--- config.mk ---
export PLATFORM = sky130hd
export DESIGN_NAME = alu_nbit_seq
export DESIGN_NICKNAME = d
export VERILOG_FILES = /design/src/rtl/alu_nbit_seq.sv
export SDC_FILE = /design/constraint.sdc
export NUM_CORES = 1
export LEC_CHECK = 0
export ABC_AREA = 0
export ABC_CLOCK_PERIOD_IN_PS = 4000
export CORE_MARGIN = 1
export CORE_UTILIZATION = 30
export DETAILED_ROUTE_END_ITERATION = 10
export HOLD_SLACK_MARGIN = 0.05
export PLACE_DENSITY = 0.54
export SYNTH_ARGS = -nofsm -noshare
export SYNTH_HDL_FRONTEND = slang
export SYNTH_SLANG_ARGS = --single-unit
--- constraint.sdc ---
create_clock -name clk -period 4 [get_ports clk]
set_input_delay 0.8 -clock clk [delete_from_list [all_inputs] [get_ports clk]]
set_output_delay 0.8 -clock clk [all_outputs]
set_load 0.02 [all_outputs]
--- src/rtl/alu_nbit_seq.sv ---
// Registered WIDTH-bit ALU with start/busy/done handshake, status flags and an
// iterative shift-add multiplier. Same ALUOp encoding as the 1-bit slice.
module alu_nbit_seq #(
  parameter int unsigned WIDTH = 32
) (
  input  logic             clk,
  input  logic             reset,
  input  logic             start,
  input  logic [WIDTH-1:0] a,
  input  logic [WIDTH-1:0] b,
  input  logic [3:0]       ALUOp,
  output logic             busy,
  output logic             done,
  output logic [WIDTH-1:0] Result,
  output logic             CarryOut,
  output logic             Overflow,
  output logic             Zero
);

  localparam int unsigned CntW = $clog2(WIDTH) + 1;

  typedef enum logic [1:0] {StIdle, StExec, StMult, StDone} state_e;

  state_e           state_q, state_d;
  logic [WIDTH-1:0] a_q, a_d, b_q, b_d, prod_q, prod_d, result_q, result_d;
  logic [3:0]       op_q, op_d;
  logic [CntW-1:0]  cnt_q, cnt_d;
  logic             carry_q, carry_d, ovf_q, ovf_d;

  // Combinational single-cycle ALU on the latched operands.
  logic [WIDTH-1:0] a_x, b_x, alu_res;
  logic [WIDTH:0]   sum;
  logic             cin_msb, add_ovf, alu_carry, alu_ovf;

  always_comb begin
    a_x       = op_q[3] ? ~a_q : a_q;
    b_x       = op_q[2] ? ~b_q : b_q;
    sum       = {1'b0, a_x} + {1'b0, b_x} + {{WIDTH{1'b0}}, op_q[2]};
    cin_msb   = sum[WIDTH-1] ^ a_x[WIDTH-1] ^ b_x[WIDTH-1];
    add_ovf   = cin_msb ^ sum[WIDTH];
    alu_res   = '0;
    alu_carry = 1'b0;
    alu_ovf   = 1'b0;
    case (op_q)
      4'b0000: alu_res = a_x & b_x;
      4'b0001: alu_res = a_x | b_x;
      4'b0010,
      4'b0110: begin
        alu_res   = sum[WIDTH-1:0];
        alu_carry = sum[WIDTH];
        alu_ovf   = add_ovf;
      end
      4'b0111: alu_res = {{(WIDTH-1){1'b0}}, sum[WIDTH-1] ^ add_ovf};
      4'b1100: alu_res = a_x & b_x;
      default: alu_res = '0;
    endcase
  end

  always_comb begin
    state_d  = state_q;
    a_d      = a_q;
    b_d      = b_q;
    op_d     = op_q;
    prod_d   = prod_q;
    cnt_d    = cnt_q;
    result_d = result_q;
    carry_d  = carry_q;
    ovf_d    = ovf_q;
    unique case (state_q)
      StIdle: begin
        if (start) begin
          a_d     = a;
          b_d     = b;
          op_d    = ALUOp;
          prod_d  = '0;
          cnt_d   = CntW'(WIDTH - 1);
          state_d = (ALUOp == 4'b1000) ? StMult : StExec;
        end
      end
      StExec: begin
        result_d = alu_res;
        carry_d  = alu_carry;
        ovf_d    = alu_ovf;
        state_d  = StDone;
      end
      StMult: begin
        // Counter wraps past zero into its extra MSB: that cycle commits the product.
        if (cnt_q[CntW-1]) begin
          result_d = prod_q;
          carry_d  = 1'b0;
          ovf_d    = 1'b0;
          state_d  = StDone;
        end else begin
          if (b_q[0]) prod_d = prod_q + a_q;
          a_d   = a_q << 1;
          b_d   = b_q >> 1;
          cnt_d = cnt_q - CntW'(1);
        end
      end
      StDone: state_d = StIdle;
      default: state_d = StIdle;
    endcase
  end

  always_ff @(posedge clk) begin
    if (reset) begin
      state_q  <= StIdle;
      a_q      <= '0;
      b_q      <= '0;
      op_q     <= '0;
      prod_q   <= '0;
      cnt_q    <= '0;
      result_q <= '0;
      carry_q  <= 1'b0;
      ovf_q    <= 1'b0;
    end else begin
      state_q  <= state_d;
      a_q      <= a_d;
      b_q      <= b_d;
      op_q     <= op_d;
      prod_q   <= prod_d;
      cnt_q    <= cnt_d;
      result_q <= result_d;
      carry_q  <= carry_d;
      ovf_q    <= ovf_d;
    end
  end

  assign busy     = (state_q != StIdle);
  assign done     = (state_q == StDone);
  assign Result   = result_q;
  assign CarryOut = carry_q;
  assign Overflow = ovf_q;
  assign Zero     = (result_q == '0);

endmodule

# Word level (Yosys, flattened, before mapping)
# Cells that the tools add are included.
# Widths: inputs -> output; s select.
# op_classes
addsub	4
mul	0
div_mod_pow	0
order_cmp	0
eq_ne	13
n_shift	0
n_mux	27
n_bitwise	8
reduce_logical	14
# op_table
cell	n
$mux 32	10
$pmux 32 s2	4
$pmux 32 s4	1
$not 32->32	2
$add 32x32->33	1
$add 33x1->33	1
$add 32x32->32	1
$and 32x32->32	1
$logic_not 32->1	1
$or 32x32->32	1
$mux 6	2
$pmux 6 s2	1
$eq 4x3->1 const B	2
$eq 4x4->1 const B	2
$ne 2x2->1 const B	4
$pmux 2 s4	1
$reduce_and 2->1	4
$mux 2	3
$reduce_bool 2->1	3
$sub 6x1->6 const B	1
$eq 2x2->1 const B	2
$eq 4x1->1 const B	1
$eq 4x2->1 const B	1
$logic_not 4->1	1
other kinds (8)	15
# totals
reg_bits	142
latch_bits	0
mem_bits_rw	0
mem_bits_ro	0
input_bits	71
output_inout_bits	37
word_cells	76
n_memories	0

# Depth between registers and ports, before layout
# Gate-level depths: netlist of the first run.
# depth
depth_word	10
mapped_depth	17
depth_no_buf	16

# Worst setup path before layout of the first run
# No wires, ideal clock.
# synth_timing
path_type	register to register
from	register op_q[2]
to	register result_q[0], in the netlist Result[0]
setup_ps	132
arrival_ps	3727
required_ps	3868
setup_slack_ps	141
path_stages_with_launch	17
n_path_buf	3
synth_period_minus_slack_ps	3859
path_cell_list	dfxtp_1 -> clkbuf_1 -> clkbuf_1 -> buf_1 -> o21ai_0 -> fa_1 -> nor2b_1 -> o31ai_2 -> a211oi_1 -> o211ai_1 -> nand3_1 -> nand3_1 -> and2_1 -> a311oi_1 -> nor4_1 -> a2111oi_0 -> nor3_1
# synth_via
elab_chain_cells	9
elab_cells_between_ends	19
classes_between	2 x add/sub; 5 x eq/ne; 3 x mux; 6 x bitwise; 3 x reduce/logical
# synth_lines
item	line	rtl
start: declaration	26	logic [3:0] op_q, op_d;
start signal: assignment	120	op_q <= op_d;
$mux 32	37	b_x = op_q[2] ? ~b_q : b_q;
$add 32x32->33	38	sum = {1'b0, a_x} + {1'b0, b_x} + {{WIDTH{1'b0}}, op_q[2]};
$add 33x1->33	38	
$xor 1x1->1 (2 in a row)	39	cin_msb = sum[WIDTH-1] ^ a_x[WIDTH-1] ^ b_x[WIDTH-1];
$xor 1x1->1	40	add_ovf = cin_msb ^ sum[WIDTH];
$xor 1x1->1	53	4'b0111: alu_res = {{(WIDTH-1){1'b0}}, sum[WIDTH-1] ^ add_ovf};
$pmux 32 s4 *	44	case (op_q)
$pmux 32 s2 *	69	unique case (state_q)
end signal: assignment	123	result_q <= result_d;
end: declaration	25	logic [WIDTH-1:0] a_q, a_d, b_q, b_d, prod_q, prod_d, result_q, result_d;
# Mark *: on every way between the ends. The rest lies on a longest branch, timed or not.
# A chain may end at the register's enable or synchronous reset.

# Worst setup path in the final report of the first run
# layout_timing
from	register result_q[23], in the netlist Result[23]
to	output port Zero
# layout_via
elab_chain_cells	1
# layout_lines
item	line	rtl
$logic_not 32->1	134	assign Zero = (result_q == '0);
end: declaration	17	output logic Zero
# No other way between the ends.

==> impl_results.rst, run 1 <==
.. list-table::
   :header-rows: 1

   * - Metric
     - Value
   * - Run status
     - finished, final reports clean
   * - Worst voltage drop across the vdd grid
     - about 320 uV
   * - Number of endpoints with negative hold slack in the final report
     - 0
   * - RSZ-0062 raised after global routing
     - no
   * - Number of nets in the layout
     - 1591
   * - Routability Congestion
     - 0.850
   * - Port Buffer Count
     - 107
   * - Total DRC errors in the routed layout
     - 0
   * - Number of enable flip-flop cells after synthesis
     - 0
   * - Initial core utilization
     - 30.8%
   * - HPWL after DPL
     - 26.4 mm
   * - Instance count of the mapped netlist
     - 1343
   * - Relative max-transition margin
     - 33.1%
   * - Clock transition at path regs
     - 0.07 ns
   * - Net count after synthesis
     - between 1.5k and 2k
   * - Boundary Pins
     - 108
   * - Most area-consuming cells after synthesis
     - dfxtp_1 26%, ha_1 12%, xor2_1 7.0%
   * - Sequential share of the synthesized area
     - 26.4%
   * - Most frequent cells in the layout
     - 147 x nor2_1, 140 x dfxtp_1, 106 x clkdlybuf4s50_1, 99 x ha_1, 92 x nand2_1
   * - Via count of the first global-routing pass
     - 9780
   * - Die Footprint
     - 36600 um^2
   * - Root Buffer
     - clkbuf_16
   * - Fin util
     - 37.0%
   * - Grt ovf
     - 0
   * - Library cells used by synthesis
     - 69
   * - Total number of vias
     - approximately 10k
   * - Setup Skew
     - 0.0143 ns
   * - Data arrival time of the worst path
     - ~2.9 ns
   * - Area added between synthesis and finish
     - 20.2%
   * - Routed length per instance
     - between 15 and 20 um
   * - Antenna violation net count after detailed routing
     - 0
   * - Classification of the worst setup path
     - flip-flop to output pin
   * - Fraction of layout cells with a size suffix above 1
     - 5.87%
   * - Vertical extent of the die
     - approximately 190 um
   * - Sort of element at the end of the critical path
     - output pin
   * - TritonCTS clock tree
     - built
   * - Yosys warnings
     - 0
   * - Max-slew violation count
     - 0
   * - Hold Startpoint
     - prod_q[5]
   * - Required time of the worst setup path
     - 3.20 ns
   * - Die outline width
     - 191 um
   * - Most common cell after layout, fill and taps aside
     - nor2_1
   * - Maximum level of the CTS H-tree
     - 4
   * - Max Buffers Root-to-Sink
     - 2
   * - Shortest period the worst path allows
     - 3.65 ns
   * - Initial drt markers
     - 676
   * - Post-synth design cell area
     - 10700 um^2
   * - FMAX
     - 274 MHz
   * - Wire length of the first global-routing pass
     - 55.7 mm
   * - Beginning of the worst register-to-register path
     - a_q[0]
   * - Post-detailed-route via-to-cell ratio
     - 5.30
   * - Insertion delay to the later sink of the worst-skew pair
     - 0.45 ns
   * - Top flip-flop cell by instance count after synthesis
     - dfxtp_1
   * - Number of sinks driven by the clock tree
     - 142
   * - Proportion of synthesized flip-flops having asynchronous set or reset
     - 0%
   * - Type of the tightest min-delay check
     - flip-flop to flip-flop
   * - Static Leak
     - 0.00549 uW
   * - Total GRT Usage
     - between 15 and 20%
   * - Peak fanout along the critical path
     - 3
   * - Pwr/cell area
     - between 400 and 500 nW/um^2
   * - Post-synthesis sequential element count
     - 142
   * - CTS Buf Count
     - 17
   * - Number of detailed-routing iterations run before antenna repair
     - 5
   * - Initial antenna violation count
     - 0
   * - Biggest area consumer among synthesized cells
     - dfxtp_1
   * - Synth top area share
     - 26.4%
   * - Final Routed Wirelength
     - approximately 35 mm
   * - Portion of the clock cycle consumed by the worst path in the final layout
     - 91.2%
   * - Critical Path Start Type
     - flip-flop
   * - Largest net degree at the start of global routing
     - 84
   * - CP Launch Point
     - Result[23]
   * - Placement row count
     - slightly below 70
   * - Number of diodes
     - 0
   * - Setup violation total in the final timing report
     - 0
   * - Slew of the pin with the lowest slew margin
     - 1.00 ns
   * - Hold-fix buffers at CTS
     - 0
   * - WHS
     - 0.486 ns
   * - Core region area
     - between 30000 and 40000 um^2
   * - Setup TNS
     - 0 ns
   * - Max_cap viols
     - 0
   * - Mean area per synthesized cell
     - about 8 um^2
## area by class of cell
cell class	count	area, um^2
fill	3592	22000
multi-input combinational	1042	7340
sequential	142	2850
timing repair buffer	133	1290
tap	455	569
clock buffer	18	439
inverter	82	308
clock inverter	14	123
## metrics by stage
step           cell area [um^2]  instances  setup WS, ns  total power (uW)
2_1_floorplan             10700       1343         0.141              3520
3_3_place_gp              12300       1854         0.365              4290
3_5_place_dp              12300       1854         0.218              4320
4_1_cts                   12900       1886         0.200              5920
5_1_grt                   12900       1886        0.0309              6300
6_report                  12900       1886         0.351              5900
## kinds of logic after synthesis
group / count (synthesis) / synth area share [%]
buf+inv: 159 / 5.58
compound gates: 373 / 24.4
flops: 142 / 26.4
simple gates: 387 / 16.2
mux: 63 / 5.88
xor+xnor: 117 / 9.53
fa+ha+maj: 102 / 12.0
## routing by layer
| layer | up-vias | wire [um] | GRT usage [%] |
|---|---|---|---|
| met1 | 4721 | 16400 | 25.6 |
| met2 | 251 | 16600 | 33.1 |
| met3 | 44 | 1510 | 3.01 |
| met5 | - | 0 | 0 |
| met4 | 0 | 906 | 6.87 |
| li1 | 4976 | - | - |
## cell usage after synthesis, types with 43 or more instances
cell        n
nor2_1    148
dfxtp_1   142
ha_1      100
nand2_1    92
xor2_1     86
a21oi_1    84
inv_1      82
a211oi_1   74
mux2i_1    62
clkbuf_1   59
nand3_1    43
o21ai_0    43
## power by group
part / leakage (uW) / internal, uW / total [uW] / switching [uW]
Sequential: 0.00117 / 1590 / 1830 / 239
Combinational: 0.00405 / 1000 / 2490 / 1490
Clock: 0.000272 / 833 / 1590 / 755
## worst max-delay path: stages, from the launching register on
cell             delay, ns
dfxtp_1               0.41
nor4_1                0.75
nand4_1               0.34
nor2_1                0.27
clkdlybuf4s50_1       0.64
## flip-flops by register name, summed over array words and instances, names as in the netlist, 2 cells and up
register,flops
cnt_q,6
prod_q,32
state_q,2
op_q,4
b_q,32
Result,32
a_q,32
## final timing paths
kind	cells after the start	endpoint	slack (ns)
max	4	Zero	0.35
max reg2reg	17	Result[0]	0.36
min reg2reg	2	prod_q[5]	0.49
min	2	prod_q[5]	0.49
## what timing repair did
action,CTS,global route
resized for setup,0,3
setup buffers,0,0
setup endpoints to repair,0,2
Note: power is estimated with default switching activity, not from simulation.
==> run 2, diff against run 1 <==
CTS_BUF_LIST = sky130_fd_sc_hd__clkbuf_16   (was unset)
==> impl_results.rst, run 2 (synthesized netlist as in run 1, its figures left out) <==
.. list-table::
   :header-rows: 1

   * - Metric
     - Value
   * - Hold-fix buffers at CTS
     - 0 (unchanged)
   * - Depth of the worst register-to-register path
     - 17 (unchanged)
   * - Met2 usage
     - 33.0% (-0.042 points)
   * - Required time of the worst setup path
     - 3.20 ns (about the same)
   * - Largest net degree at the start of global routing
     - 84 (unchanged)
   * - Initial antenna violation count
     - 0 (unchanged)
   * - Run status
     - finished, final reports clean
   * - Number of diodes
     - 0 (unchanged)
   * - Most frequent cells in the layout
     - 147 x nor2_1, 140 x dfxtp_1, 106 x clkdlybuf4s50_1, 99 x ha_1, 92 x nand2_1
   * - Clock power share
     - 26.6% (-0.3 points)
   * - Hold Startpoint
     - prod_q[12]
   * - Sum of internal, switching and leakage power
     - 5880 uW (-0.36%)
   * - Internal power
     - 3400 uW (-0.56%)
   * - Total GRT Usage
     - 19.7% (-0.031 points)
   * - Sort of element at the end of the critical path
     - output pin
   * - Placement row count
     - 68 (unchanged)
   * - Max-slew violation count
     - 0 (unchanged)
   * - Final std cells w/o fill
     - 1886 (unchanged)
   * - Number of nets in the layout
     - 1591 (unchanged)
   * - Post-detailed-route via-to-cell ratio
     - 5.28 (-0.26%)
   * - Peak fanout along the critical path
     - 3 (unchanged)
   * - Via count of the first global-routing pass
     - 9777 (-0.031%)
   * - Most common cell after layout, fill and taps aside
     - nor2_1
   * - Total DRC errors in the routed layout
     - 0 (unchanged)
   * - Routability Congestion
     - 0.850 (unchanged)
   * - Number of detailed-routing iterations run before antenna repair
     - 5 (unchanged)
   * - Portion of the clock cycle consumed by the worst path in the final layout
     - 90.4% (-0.78 points)
   * - Total net switching power
     - 2480 uW (about the same)
   * - Beginning of the worst register-to-register path
     - a_q[0]
   * - RSZ-0062 raised after global routing
     - no
   * - Relative max-transition margin
     - 33.6% (+0.49 points)
   * - Data arrival time of the worst path
     - 2.82 ns (-0.03 ns)
   * - Vertical extent of the die
     - 191 um (unchanged)
   * - Root Buffer
     - clkbuf_16
   * - Reg-to-reg endpoint
     - Result[0]
   * - Insertion delay to the later sink of the worst-skew pair
     - 0.45 ns (about the same)
   * - Fill cell total of the finished layout
     - 3595 (+0.084%)
   * - Area added between synthesis and finish
     - 20.1% (about the same)
   * - Die outline width
     - 191 um (unchanged)
   * - Share of total power consumed by net switching
     - 42.1% (+0.12 points)
   * - Number of endpoints with negative hold slack in the final report
     - 0 (unchanged)
   * - Cell total after placement
     - 1854 (unchanged)
   * - Max Buffers Root-to-Sink
     - 2 (unchanged)
   * - Total number of vias
     - 9966 (-0.26%)
   * - Critical Path Start Type
     - flip-flop
   * - Initial core utilization
     - 30.8% (unchanged)
   * - Pwr/cell area
     - 456 nW/um^2 (-0.28%)
   * - Met1 track demand over resource
     - 25.7% (+0.045 points)
   * - Slew of the pin with the lowest slew margin
     - 0.996 ns (-0.00728 ns)
   * - Part of the power in combinational logic
     - 42.3% (+0.2 points)
   * - Setup WS post-layout
     - 0.382 ns (+0.0313 ns)
   * - Maximum level of the CTS H-tree
     - 4 (unchanged)
   * - Shortest period the worst path allows
     - 3.62 ns (-0.0313 ns)
   * - TritonCTS clock tree
     - built
   * - Setup TNS
     - 0 ns (unchanged)
   * - Initial drt markers
     - 662 (-2.1%)
   * - Worst voltage drop across the vdd grid
     - 320 uV (-0.52%)
   * - Number of sinks driven by the clock tree
     - 142 (unchanged)
   * - Final Routed Wirelength
     - 35.4 mm (about the same)
   * - Fraction of layout cells with a size suffix above 1
     - 5.80% (-0.070 points)
   * - HPWL after DPL
     - 26.4 mm (unchanged)
   * - Core region area
     - 34900 um^2 (unchanged)
   * - Grt ovf
     - 0 (unchanged)
   * - Relative contribution of sequential cells to total power
     - 31.1% (about the same)
   * - Slack of the worst reg-to-reg path
     - 0.38 ns (+0.02 ns)
   * - Setup Skew
     - 0.0140 ns (-0.000333 ns)
   * - Port Buffer Count
     - 107 (unchanged)
   * - End point of the most critical hold path
     - prod_q[12]
   * - Wire length of the first global-routing pass
     - 55.7 mm (about the same)
   * - Minimum setup slack after placement
     - 0.218 ns (unchanged)
   * - Clock transition at path regs
     - 0.07 ns (about the same)
   * - Classification of the worst setup path
     - flip-flop to output pin
   * - Antenna violation net count after detailed routing
     - 0 (unchanged)
   * - Met3 Track Usage GR
     - 3.01% (unchanged)
   * - Busiest grt layer
     - met2
   * - Static Leak
     - 0.00548 uW (-0.10%)
   * - Routed length per instance
     - 18.7 um (about the same)
   * - FMAX
     - 276 MHz (+0.87%)
   * - Setup violation total in the final timing report
     - 0 (unchanged)
   * - CTS Buf Count
     - 17 (unchanged)
   * - Type of the tightest min-delay check
     - flip-flop to flip-flop
   * - Max_cap viols
     - 0 (unchanged)
   * - Boundary Pins
     - 108 (unchanged)
   * - Min-Delay Path Depth
     - 2 (unchanged)
   * - Die Footprint
     - 36600 um^2 (unchanged)
-- run 2: cell count changes in the layout (fill, tap and decap cells not counted), sizes merged --
cell | previous run | this run
clkinv | 3 | 4
clkbuf | 18 | 17
-- run 2: worst max path at each step --
| stage | from | end | cells past startpoint |
|---|---|---|---|
| after floorplan | op_q[2] | Result[0] | 16 |
| after global placement | a_q[0] | Result[0] | 17 |
| after detailed placement | op_q[3] | Result[0] | 15 |
| after CTS | op_q[3] | Result[0] | 15 |
| after global routing | a_q[0] | Result[0] | 17 |
| final | Result[23] | Zero | 4 |
-- run 2: timing repair --
item                       4_1_cts  5_1_grt
resized for setup                0        3
setup buffers                    0        0
setup endpoints to repair        0        2
-- run 2: worst max-delay path, cell delays in order (launching register included) --
cell,delay (ns)
dfxtp_1,0.41
nor4_1,0.73
nand4_1,0.33
nor2_1,0.27
clkdlybuf4s50_1,0.64
-- run 2: routing by layer --
layer / part of all wire, % / vias to the layer above
li1: - / 4979
met1: 47 / 4704
met2: 47 / 241
met3: 4.0 / 42
met4: 2.5 / 0
met5: 0 / -
-- run 2: power by group through the flow --
stage               registers (uW)  clock network [uW]  logic [uW]
floorplan                     1810                   0        1710
global route                  1850                1660        2770
detailed placement            1860                   0        2460
CTS                           1830                1600        2480
global placement              1860                   0        2430
finish                        1830                1570        2490
-- run 2: area by class of cell --
cell class	instances	area, um^2	share of cell area [%]
multi-input combinational	1042	7340	56.9
clock buffer	17	425	3.30
sequential	142	2850	22.0
inverter	82	308	2.38
timing repair buffer	133	1290	10.0
clock inverter	15	126	0.979
tap	455	569	4.41
-- run 2: stage by stage --
| step | util, % | hold WS, ns | area [um^2] |
|---|---|---|---|
| floorplan | - | 0.457 | 10700 |
| global placement | 35.4 | 0.469 | 12300 |
| detailed placement | 35.4 | 0.477 | 12300 |
| CTS | 37.0 | 0.487 | 12900 |
| global route | 37.0 | 0.514 | 12900 |
| finish | 37.0 | 0.485 | 12900 |
==> run 3, diff against run 2 <==
CORE_UTILIZATION = 40   (was 30)
CTS_BUF_LIST = unset   (was sky130_fd_sc_hd__clkbuf_16)
MAX_ROUTING_LAYER = met4   (was unset)
PLACE_DENSITY = 0.67   (was 0.54)
==> impl_results.rst, run 3 (synthesized netlist as in run 1, its figures left out) <==
.. list-table::
   :header-rows: 1

   * - Metric
     - Value
   * - Initial antenna violation count
     - 0 (unchanged)
   * - Sequential standard cell area
     - 2850 um^2 (unchanged)
   * - Setup Skew
     - 0.0108 ns (-0.00320 ns)
   * - Required time of the worst setup path
     - 4.30 ns (+1.10 ns)
   * - Run status
     - finished, violations left
   * - Fraction of layout cells with a size suffix above 1
     - 5.48% (-0.32 points)
   * - Die outline width
     - 166 um (-13%)
   * - Core region area
     - 26200 um^2 (-25%)
   * - Number of detailed-routing iterations run before antenna repair
     - 8 (+3)
   * - Peak fanout along the critical path
     - 20 (+17)
   * - WHS
     - 0.488 ns (+0.00299 ns)
   * - Static Leak
     - 0.00548 uW (about the same)
   * - TritonCTS clock tree
     - built
   * - Violations in the final reports
     - DRC
   * - Insertion delay to the later sink of the worst-skew pair
     - 0.44 ns (about the same)
   * - Relative max-transition margin
     - 43.0% (+9.4 points)
   * - Initial core utilization
     - 41.0% (+10 points)
   * - Total DRC errors in the routed layout
     - 7 (+7)
   * - Critical Path Start Type
     - flip-flop
   * - Antenna violation net count after detailed routing
     - 0 (unchanged)
   * - Multi-input gate area in the final layout
     - 7340 um^2 (about the same)
   * - Type of the tightest min-delay check
     - flip-flop to flip-flop
   * - Root Buffer
     - clkbuf_16
   * - Number of endpoints with negative hold slack in the final report
     - 0 (unchanged)
   * - Maximum level of the CTS H-tree
     - 4 (unchanged)
   * - Total net switching power
     - 2370 uW (-4.6%)
   * - Portion of the clock cycle consumed by the worst path in the final layout
     - 92.2% (+1.7 points)
   * - Worst voltage drop across the vdd grid
     - 291 uV (-9.1%)
   * - Wire length of the first global-routing pass
     - 52.8 mm (-5.3%)
   * - Placement row count
     - 59 (-13%)
   * - Routed length per instance
     - 18.7 um (-0.33%)
   * - Setup WS post-layout
     - 0.314 ns (-0.0684 ns)
   * - Pwr/cell area
     - 462 nW/um^2 (+1.3%)
   * - Part of the power in combinational logic
     - 42.0% (-0.3 points)
   * - Die Footprint
     - 27500 um^2 (-25%)
   * - Relative contribution of sequential cells to total power
     - 30.9% (-0.2 points)
   * - Initial drt markers
     - 771 (+16%)
   * - Cell total after placement
     - 1730 (-6.7%)
   * - Final Routed Wirelength
     - 32.9 mm (-7.0%)
   * - Fin util
     - 48.7% (+12 points)
   * - Grt ovf
     - 0 (unchanged)
   * - Post-detailed-route via-to-cell ratio
     - 5.74 (+8.6%)
   * - Max_cap viols
     - 0 (unchanged)
   * - Vertical extent of the die
     - 166 um (-13%)
   * - Max Buffers Root-to-Sink
     - 2 (unchanged)
   * - Boundary Pins
     - 108 (unchanged)
   * - Setup TNS
     - 0 ns (unchanged)
   * - FMAX
     - 271 MHz (-1.9%)
   * - Shortest period the worst path allows
     - 3.69 ns (+0.0684 ns)
   * - Number of sinks driven by the clock tree
     - 142 (unchanged)
   * - Slew of the pin with the lowest slew margin
     - 0.853 ns (-0.143 ns)
   * - Max-slew violation count
     - 0 (unchanged)
   * - Clock transition at path regs
     - 0.06 ns (about the same)
   * - Setup violation total in the final timing report
     - 0 (unchanged)
   * - Classification of the worst setup path
     - flip-flop to flip-flop
   * - Total GRT Usage
     - 24.9% (+5.1 points)
   * - Number of diodes
     - 0 (unchanged)
   * - Minimum setup slack after placement
     - 0.168 ns (-0.0493 ns)
   * - Share of total power consumed by net switching
     - 40.2% (-2.0 points)
   * - Routability Congestion
     - 0.939 (+10%)
   * - Most frequent cells in the layout
     - 147 x nor2_1, 140 x dfxtp_1, 106 x clkdlybuf4s50_1, 99 x ha_1, 92 x nand2_1
   * - Via count of the first global-routing pass
     - 9710 (-0.69%)
   * - Area added between synthesis and finish
     - 18.7%
   * - Final std cells w/o fill
     - 1759 (-6.7%)
   * - Data arrival time of the worst path
     - 3.98 ns (+1.16 ns)
   * - Sort of element at the end of the critical path
     - flip-flop
   * - Clock power share
     - 27.1% (+0.5 points)
   * - Most common cell after layout, fill and taps aside
     - nor2_1
   * - Largest net degree at the start of global routing
     - 85 (+1.2%)
   * - Number of nets in the layout
     - 1587 (-0.25%)
   * - Internal power
     - 3530 uW (+3.6%)
   * - Slack of the worst reg-to-reg path
     - 0.31 ns (-0.07 ns)
   * - Total number of vias
     - 10.1k (+1.3%)
   * - Post-CTS Setup Repair Bufs
     - 0 (unchanged)
   * - HPWL after DPL
     - 24.2 mm (-8.3%)
   * - Fill cell total of the finished layout
     - 2538 (-29%)
   * - Port Buffer Count
     - 107 (unchanged)
   * - CTS Buf Count
     - 17 (unchanged)
==> run 3: path summary, 6_finish.rpt <==
check | to | cells after the start | start
worst max-delay path | Result[0] | 14 | op_q[3]
worst min-delay path | prod_q[15] | 2 | prod_q[15]
worst max register to register | Result[0] | 14 | op_q[3]
worst min register to register | prod_q[15] | 2 | prod_q[15]
==> run 3: per-layer routing <==
metal	wire (um)	part of all wire (%)	GRT usage (%)
met1	14700	45	31.4
met3	1670	5.1	3.22
met4	1180	3.6	10.6
met5	0	0	-
met2	15400	47	39.8
==> run 3: cell type report <==
class	count	area share, %
Clock inverter	10	0.912
Inverter	82	2.41
Timing Repair Buffer	129	9.96
Multi-Input combinational cell	1042	57.6
Tap cell	335	3.29
Sequential cell	142	22.3
Clock buffer	19	3.55
==> run 3: per-stage QoR <==
step                area [um^2]  power (uW)
global route              12800        6270
global placement          12200        4240
CTS                       12700        5880
finish                    12800        5890
detailed placement        12200        4280
floorplan                 10700        3520
==> run 3: critical path, cell delays in order, from the launching register on <==
cell and delay, ns:
dfxtp_2 0.37, buf_4 0.35, xor2_1 0.23, ha_1 0.30, nor2b_1 0.17, o31ai_2 0.36
a211oi_2 0.16, o211ai_1 0.24, nand3_1 0.18, nand3_1 0.16, a2111oi_1 0.11, a311oi_2 0.34
nor4_1 0.10, a2111oi_0 0.39, nor3_1 0.09
==> run 3: what timing repair did <==
item | in CTS | in global routing
setup endpoints to repair | 0 | 2
hold endpoints to repair | 0 | 0
hold buffers | 0 | 0
gates resized for setup | 0 | 4
==> run 3: power groups by stage <==
stage	logic, uW	registers (uW)	clock network (uW)
6_report	2470	1820	1600
5_1_grt	2730	1850	1690
4_1_cts	2440	1820	1610
3_5_place_dp	2420	1850	0
3_3_place_gp	2390	1850	0
2_1_floorplan	1710	1810	0
